===== src/rtl/sync_frame_ctrl.sv =====
// sync_frame_ctrl
//   Hunts a gated serial bit stream for a 4-bit sync word. It then shifts in a
//   DW-bit payload MSB-first and presents each completed word on a one-deep
//   valid/ready output register. Partial payloads are abandoned after TMO
//   consecutive idle cycles. Words that complete while the output is still
//   occupied are dropped and flagged on a sticky overflow bit.
//
// Ports
//   clk        single clock, rising edge
//   rst        asynchronous active-high reset
//   in         serial data bit
//   in_en      qualifies `in`; a bit is consumed only while in_en=1
//   out_ready  consumer accepts out_data while out_valid=1
//   ovf_clr    synchronous clear of overflow (a same-cycle drop wins)
//   out_data   last completed payload
//   out_valid  out_data holds an unconsumed payload
//   sync_lock  high while collecting payload bits
//   overflow   sticky: a completed payload was dropped
//   frame_cnt  payloads loaded into out_data, wraps modulo 2^CW
//
// State table
//   state   | meaning
//   HUNT    | shifting bits through the sync window, waiting for SYNC
//   PAYLOAD | collecting DW payload bits; idle cycles counted toward timeout

module sync_frame_ctrl #(
  parameter logic [3:0] SYNC = 4'b1001,
  parameter int         DW   = 8,
  parameter int         TMO  = 16,
  parameter int         CW   = 8
) (
  input  logic          clk,
  input  logic          rst,
  input  logic          in,
  input  logic          in_en,
  input  logic          out_ready,
  input  logic          ovf_clr,
  output logic [DW-1:0] out_data,
  output logic          out_valid,
  output logic          sync_lock,
  output logic          overflow,
  output logic [CW-1:0] frame_cnt
);

  localparam int BW = $clog2(DW);
  localparam int IW = $clog2(TMO);

  typedef enum logic {
    HUNT    = 1'b0,
    PAYLOAD = 1'b1
  } state_e;

  state_e        state_q, state_d;
  logic [2:0]    sh_q, sh_d;
  logic [DW-2:0] pay_q, pay_d;
  logic [BW-1:0] bit_q, bit_d;
  logic [IW-1:0] idle_q, idle_d;
  logic [DW-1:0] data_q, data_d;
  logic          valid_q, valid_d;
  logic          ovf_q, ovf_d;
  logic [CW-1:0] cnt_q, cnt_d;

  logic [DW-1:0] word_c;
  logic          done_c;
  logic          load_c;
  logic          drop_c;

  // The completed word includes the bit arriving on the completion cycle,
  // so only DW-1 bits ever need to be held in pay_q.
  assign word_c = {pay_q, in};

  always_ff @(posedge clk or posedge rst) begin
    if (rst) begin
      state_q <= HUNT;
      sh_q    <= '0;
      pay_q   <= '0;
      bit_q   <= '0;
      idle_q  <= '0;
      data_q  <= '0;
      valid_q <= 1'b0;
      ovf_q   <= 1'b0;
      cnt_q   <= '0;
    end else begin
      state_q <= state_d;
      sh_q    <= sh_d;
      pay_q   <= pay_d;
      bit_q   <= bit_d;
      idle_q  <= idle_d;
      data_q  <= data_d;
      valid_q <= valid_d;
      ovf_q   <= ovf_d;
      cnt_q   <= cnt_d;
    end
  end

  always_comb begin
    state_d = state_q;
    sh_d    = sh_q;
    pay_d   = pay_q;
    bit_d   = bit_q;
    idle_d  = idle_q;
    data_d  = data_q;
    valid_d = valid_q;
    ovf_d   = ovf_q;
    cnt_d   = cnt_q;
    done_c  = 1'b0;
    load_c  = 1'b0;
    drop_c  = 1'b0;

    case (state_q)
      HUNT: begin
        if (in_en) begin
          // Compare the window including the current bit so overlapping
          // prefixes (e.g. 101001) are still detected.
          if ({sh_q, in} == SYNC) begin
            state_d = PAYLOAD;
            sh_d    = '0;
            bit_d   = '0;
            idle_d  = '0;
          end else begin
            sh_d = {sh_q[1:0], in};
          end
        end
      end
      PAYLOAD: begin
        if (in_en) begin
          pay_d  = word_c[DW-2:0];
          bit_d  = bit_q + BW'(1);
          idle_d = '0;
          if (bit_q == BW'(DW - 1)) begin
            done_c  = 1'b1;
            state_d = HUNT;
            sh_d    = '0;
          end
        end else if (idle_q == IW'(TMO - 1)) begin
          state_d = HUNT;
          sh_d    = '0;
        end else begin
          idle_d = idle_q + IW'(1);
        end
      end
      default: state_d = HUNT;
    endcase

    // A slot freed by a same-cycle consume can take the new word directly.
    if (done_c) begin
      if (!valid_q || out_ready) load_c = 1'b1;
      else                       drop_c = 1'b1;
    end

    if (load_c) begin
      data_d  = word_c;
      valid_d = 1'b1;
      cnt_d   = cnt_q + CW'(1);
    end else if (valid_q && out_ready) begin
      valid_d = 1'b0;
    end

    if (drop_c)       ovf_d = 1'b1;
    else if (ovf_clr) ovf_d = 1'b0;
  end

  assign out_data  = data_q;
  assign out_valid = valid_q;
  assign sync_lock = (state_q == PAYLOAD);
  assign overflow  = ovf_q;
  assign frame_cnt = cnt_q;

endmodule


===== config.mk =====
export PLATFORM = sky130hd
export DESIGN_NAME = sync_frame_ctrl
export DESIGN_NICKNAME = d
export VERILOG_FILES = /design/src/rtl/sync_frame_ctrl.sv
export SDC_FILE = /design/constraint.sdc
export NUM_CORES = 1
export LEC_CHECK = 0
export ABC_CLOCK_PERIOD_IN_PS = 1800
export BUFFER_PORTS_ARGS = -buffer_cell sky130_fd_sc_hd__buf_2
export CORE_AREA = 2 2 61 63
export CTS_CLUSTER_SIZE = 20
export DETAILED_ROUTE_END_ITERATION = 8
export DIE_AREA = 0 0 63 65
export PLACE_DENSITY = 0.72
export REMOVE_ABC_BUFFERS = 1
export SLEW_MARGIN = 5
export SYNTH_ARGS = -nofsm -noshare
export SYNTH_HDL_FRONTEND = slang
export SYNTH_SLANG_ARGS = --single-unit

===== constraint.sdc =====
create_clock -name clk -period 1.8 [get_ports clk]
set_clock_uncertainty 0.05 [all_clocks]
set_input_delay 0.18 -clock clk [delete_from_list [all_inputs] [get_ports clk]]
set_output_delay 0.18 -clock clk [all_outputs]
set_load 0.01 [all_outputs]

-- Yosys cells after proc, flatten, opt, wreduce, memory -nomap -nowiden
Cells that the tools add are included.
- bits of input ports: 6
- logic and storage cells: 63
- bits in registers: 36
- output and inout port bits: 19
- reductions and logical operators: 9
- add/subtract/negate cells: 3
- bitwise operators: 1
- mux-type cells: 32
- eq/ne operators: 9
- operators by type and width (cell ; number):
    $mux 3 ; 8
    $mux 1 ; 16
    $mux 4 ; 4
    $pmux 3 s2 ; 2
    $reduce_and 3->1 ; 3
    $add 8x1->8 const B ; 1
    $eq 4x4->1 const B ; 2
    $pmux 4 s2 ; 1
    $ne 2x2->1 const B ; 3
    $ne 3x2->1 const B ; 2
    $add 4x1->4 const B ; 1
    $reduce_bool 2->1 ; 2
    $add 3x1->3 const B ; 1
    $eq 3x3->1 const B ; 1
    $ne 3x3->1 const B ; 1
    $pmux 1 s2 ; 1
    $reduce_and 2->1 ; 1
    $logic_and 1x1->1 ; 1
    $logic_not 1->1 ; 1
    $logic_or 1x1->1 ; 1
    $not 1->1 ; 1

-- Logic depth before layout (Yosys ltp)
- depth in word-level cells: 6
- gate-level depth with buffers: 8
- gate-level depth less buffers: 6

-- Worst setup path after synthesis
Ideal clock, no wire load.
- kind: reg2reg
- start: reg bit_q[0]
- end: reg data_q[3], in the netlist out_data[3]
- period minus slack after synthesis: 1651 ps
- data arrival time: 1476 ps
- stages on the path, launching flop included: 8
- setup time: 125 ps
- path slack: 149 ps
- cells stage by stage: dfrtp_1 ha_1 ha_1 nand3_4 nor2b_4 buf_6 buf_12 mux2_4
- cells in the longest elaborated chain, start to end: 5
- ends and longest elaborated chain (what ; RTL line ; RTL):
    start: declaration ; 56 ; logic [BW-1:0] bit_q, bit_d;
    start signal: assignment ; 87 ; bit_q <= bit_d;
    $eq 3x3->1 ; 130 ; if (bit_q == BW'(DW - 1)) begin
    $mux 1 ; 130 ;
    $mux 1 ; 126 ; if (in_en) begin
    $mux 1 ; 110 ; case (state_q)
    $mux 1 ; 146 ; if (done_c) begin
    end signal: assignment ; 89 ; data_q <= data_d;
    end: declaration ; 58 ; logic [DW-1:0] data_q, data_d;
Every way passes these cells.
A chain may end at the register's enable or synchronous reset.

-- Final worst setup path
- start: reg bit_q[0]
- end: reg data_q[0], in the netlist out_data[0]
Same word-level chain as after synthesis.

==> flow_metrics.tcl <==
set metrics [dict create \
    r2r_slack_ns 0.09 \
    fmax_mhz 586 \
    antennaDiodeCount 0 \
    cp_data_required_time_ns 1.99 \
    drtIter0Drc 34 \
    drt-vias-per-instance 5.24 \
    max_stage_delay_ns 0.40 \
    drcViolationCount 0 \
    rows 22 \
    cp_max_fo 16 \
    hp-class "input port to flip-flop" \
    leakagePower_nw 0.982 \
    vias 1069 \
    cts_sinks 36 \
    cp-end-kind "flip-flop" \
    antenna_left 0 \
    hpwl_mm 2.05 \
    synth_edf_count 0 \
    layout-drive-gt1-share_pct 40.4 \
    worst_slew_pin_slew_ns 0.427 \
    synth_seq_area_share_pct 54.3 \
    antenna_found_initial 0 \
    worstReg2RegStart "bit_q[0]$_DFFE_PP0P_" \
    grt_pass1_wl_mm 5.03 \
    drv_slew 0 \
    clockBufferDepth 2 \
    crit_slowest_cell "dfrtp_1" \
    reg2reg_to "out_data[0]$_DFFE_PP0P_" \
    syn_area_per_cell_um2 13.4 \
    hold_viol 0 \
    cp_cell_sequence "ha_1, ha_2, nand3_4, nor2b_4, buf_12, mux2_2" \
    async_reset_ff_share_pct 100 \
    firstDrtPassIters 4 \
    fin_crit_sh_pct 94.7 \
    hold_start "in" \
    yosysWarnings 0 \
    path_class "flip-flop to flip-flop" \
    cts_root_buf "clkbuf_4" \
    grt_max_degree 18 \
    rsz0062_at_grt "false" \
    fin_nets 165 \
    start_util_pct 47.5 \
    clk_latency_ns 0.35 \
    final_cells 204 \
    setup_viol 0 \
    yosys_register_bits 36 \
    fin_crit_ns 1.71 \
    overflow 0 \
    ir_drop_mv 0.565 \
    placed_cells 194 \
    coreArea_um2 3500 \
    cts.clk_slew.worst_paths_ns 0.12 \
    worst_setup_path_start_kind "flip-flop" \
    synth.distinct_cells 37 \
    power_density_nw_per_um2 1260 \
    tns_ns 0 \
    cts_tree "yes" \
    die_y_um 65 \
    place_congestion 0.698 \
    syn_inst 124 \
    dieArea_um2 4100 \
    portBuffers 24 \
    syn2layout_area_growth_pct 16.3 \
    routedWlPerCell_um 14.0 \
    grt_pass1_vias 1084 \
    whs_path_depth 2 \
    grt_use_total_pct 16.4 \
    status "completed" \
    relSlewSlack_pct 71.5 \
    h-tree-depth 2 \
    ios 25 \
    cp.arrival_ns 1.89 \
    cap_violations 0 \
    routed_wl_mm 2.86 \
    rr_worst_depth 6 \
    syn-cell-area_um2 1660 \
    die_width_um 63 \
    min_to "pay_q[0]$_DFFE_PP0N_" \
    cts_buffers 5 \
    synthFlopType "dfrtp_1" \
]
-- worst max-delay path by stage --
stage	depth (start not counted)	endpoint	from	slack, ns
2_1_floorplan	5	out_data[0]$_DFFE_PP0P_	bit_q[0]$_DFFE_PP0P_	0.04
3_3_place_gp	6	out_data[1]$_DFFE_PP0P_	bit_q[0]$_DFFE_PP0P_	0.16
3_5_place_dp	6	out_data[0]$_DFFE_PP0P_	bit_q[0]$_DFFE_PP0P_	0.11
4_1_cts	6	out_data[0]$_DFFE_PP0P_	bit_q[0]$_DFFE_PP0P_	0.08
5_1_grt	6	out_data[0]$_DFFE_PP0P_	bit_q[0]$_DFFE_PP0P_	0.01
6_report	6	out_data[0]$_DFFE_PP0P_	bit_q[0]$_DFFE_PP0P_	0.09
-- registers in the layout, indices dropped and copies added (netlist names) --
| signal | flops |
|---|---|
| sync_lock | 1 |
| idle_q | 4 |
| overflow | 1 |
| out_data | 8 |
| sh_q | 3 |
| bit_q | 3 |
| pay_q | 7 |
| out_valid | 1 |
| frame_cnt | 8 |
-- metal layers --
layer	vias to the layer above	track usage (%)	wire length (um)
li1	504	-	-
met1	533	19.5	1220
met2	25	27.4	1460
met3	7	5.73	125
met4	0	6.67	52
met5	-	0	0
-- critical path: cells and delay by family (launching register included) --
family / cells / cell delay [ns]
fa+ha+maj: 2 / 0.37
mux: 1 / 0.35
simple gates: 2 / 0.25
buf+inv: 1 / 0.17
flops: 1 / 0.40
-- cell usage after synthesis, types with 2 or more instances --
library cell | count | share of area [%]
inv_1 | 4 | 0.90
and2_1 | 3 | 1.1
o21ai_0 | 5 | 1.5
nand3_2 | 2 | 1.2
dfrtp_1 | 36 | 54
a21oi_1 | 4 | 1.2
a32o_1 | 2 | 1.2
mux2_4 | 3 | 2.7
mux2_2 | 13 | 8.8
o22ai_1 | 2 | 0.75
ha_1 | 4 | 3.0
xnor2_1 | 4 | 2.1
a22o_1 | 2 | 1.1
and3_1 | 2 | 0.75
nand2b_1 | 2 | 0.75
a211oi_1 | 2 | 0.90
nand2_1 | 9 | 2.0
nand3b_1 | 2 | 0.90
xnor2_2 | 2 | 2.0
nand3_1 | 2 | 0.60
buf_4 | 2 | 0.90
nand4_4 | 2 | 2.6
-- report_power, final --
part	internal (mW)	switching (mW)	leakage, nW	total, mW
Clock	0.289	0.285	0.0412	0.575
Sequential	1.05	0.199	0.477	1.24
Combinational	0.337	0.280	0.464	0.618
Total	1.67	0.765	0.982	2.44
-- stage by stage --
stage                     area [um^2]  power [mW]  util, %  hold slack (ns)  setup WS, ns
final                            1930        2.44     55.2           0.0744        0.0946
after global routing             1930        2.61     55.2           0.0595        0.0121
after CTS                        1930        2.46     55.2           0.0588        0.0767
after detailed placement         1830        1.88     52.3            0.144         0.115
after global placement           1830        1.81     52.3            0.147         0.156
after floorplan                  1610        1.64        -            0.229        0.0406
-- layout by cell type, fill, tap and decap left out, drive strengths merged, types with 3 or more instances in the layout --
cell	count
clkbuf	5
nand2	9
a21oi	4
mux2	16
and2	3
ha	4
xnor2	6
nand3	5
o21ai	5
buf	28
inv	4
dfrtp	36
-- repair_timing --
action                                 4_1_cts  5_1_grt
hold buffers                                 2        0
setup endpoints to repair                    0        3
gates resized for setup                      0        1
buffers inserted                             0        0
endpoints found under the hold margin       11        0
-- logic make-up (layout without fill, tap and decap cells) --
logic type,count (synthesis),after routing,share of synthesized area [%]
AO/OA/AOI/OAI,22,22,9.12
adder cells (fa/ha/maj),4,4,3.01
AND/OR/NAND/NOR,29,29,13.3
flip-flops,36,36,54.3
XOR/XNOR,7,7,4.60
multiplexers,16,16,11.5
buffers and inverters,10,42,4.22
-- cell type report --
type,count,area (um^2)
Timing Repair Buffer,30,183
Sequential cell,36,901
Clock inverter,3,42.5
Clock buffer,5,37.5
Multi-Input combinational cell,78,692
Inverter,4,15.0
Fill cell,309,1570
Tap cell,48,60.1
Power figures use the tool's default switching activity.
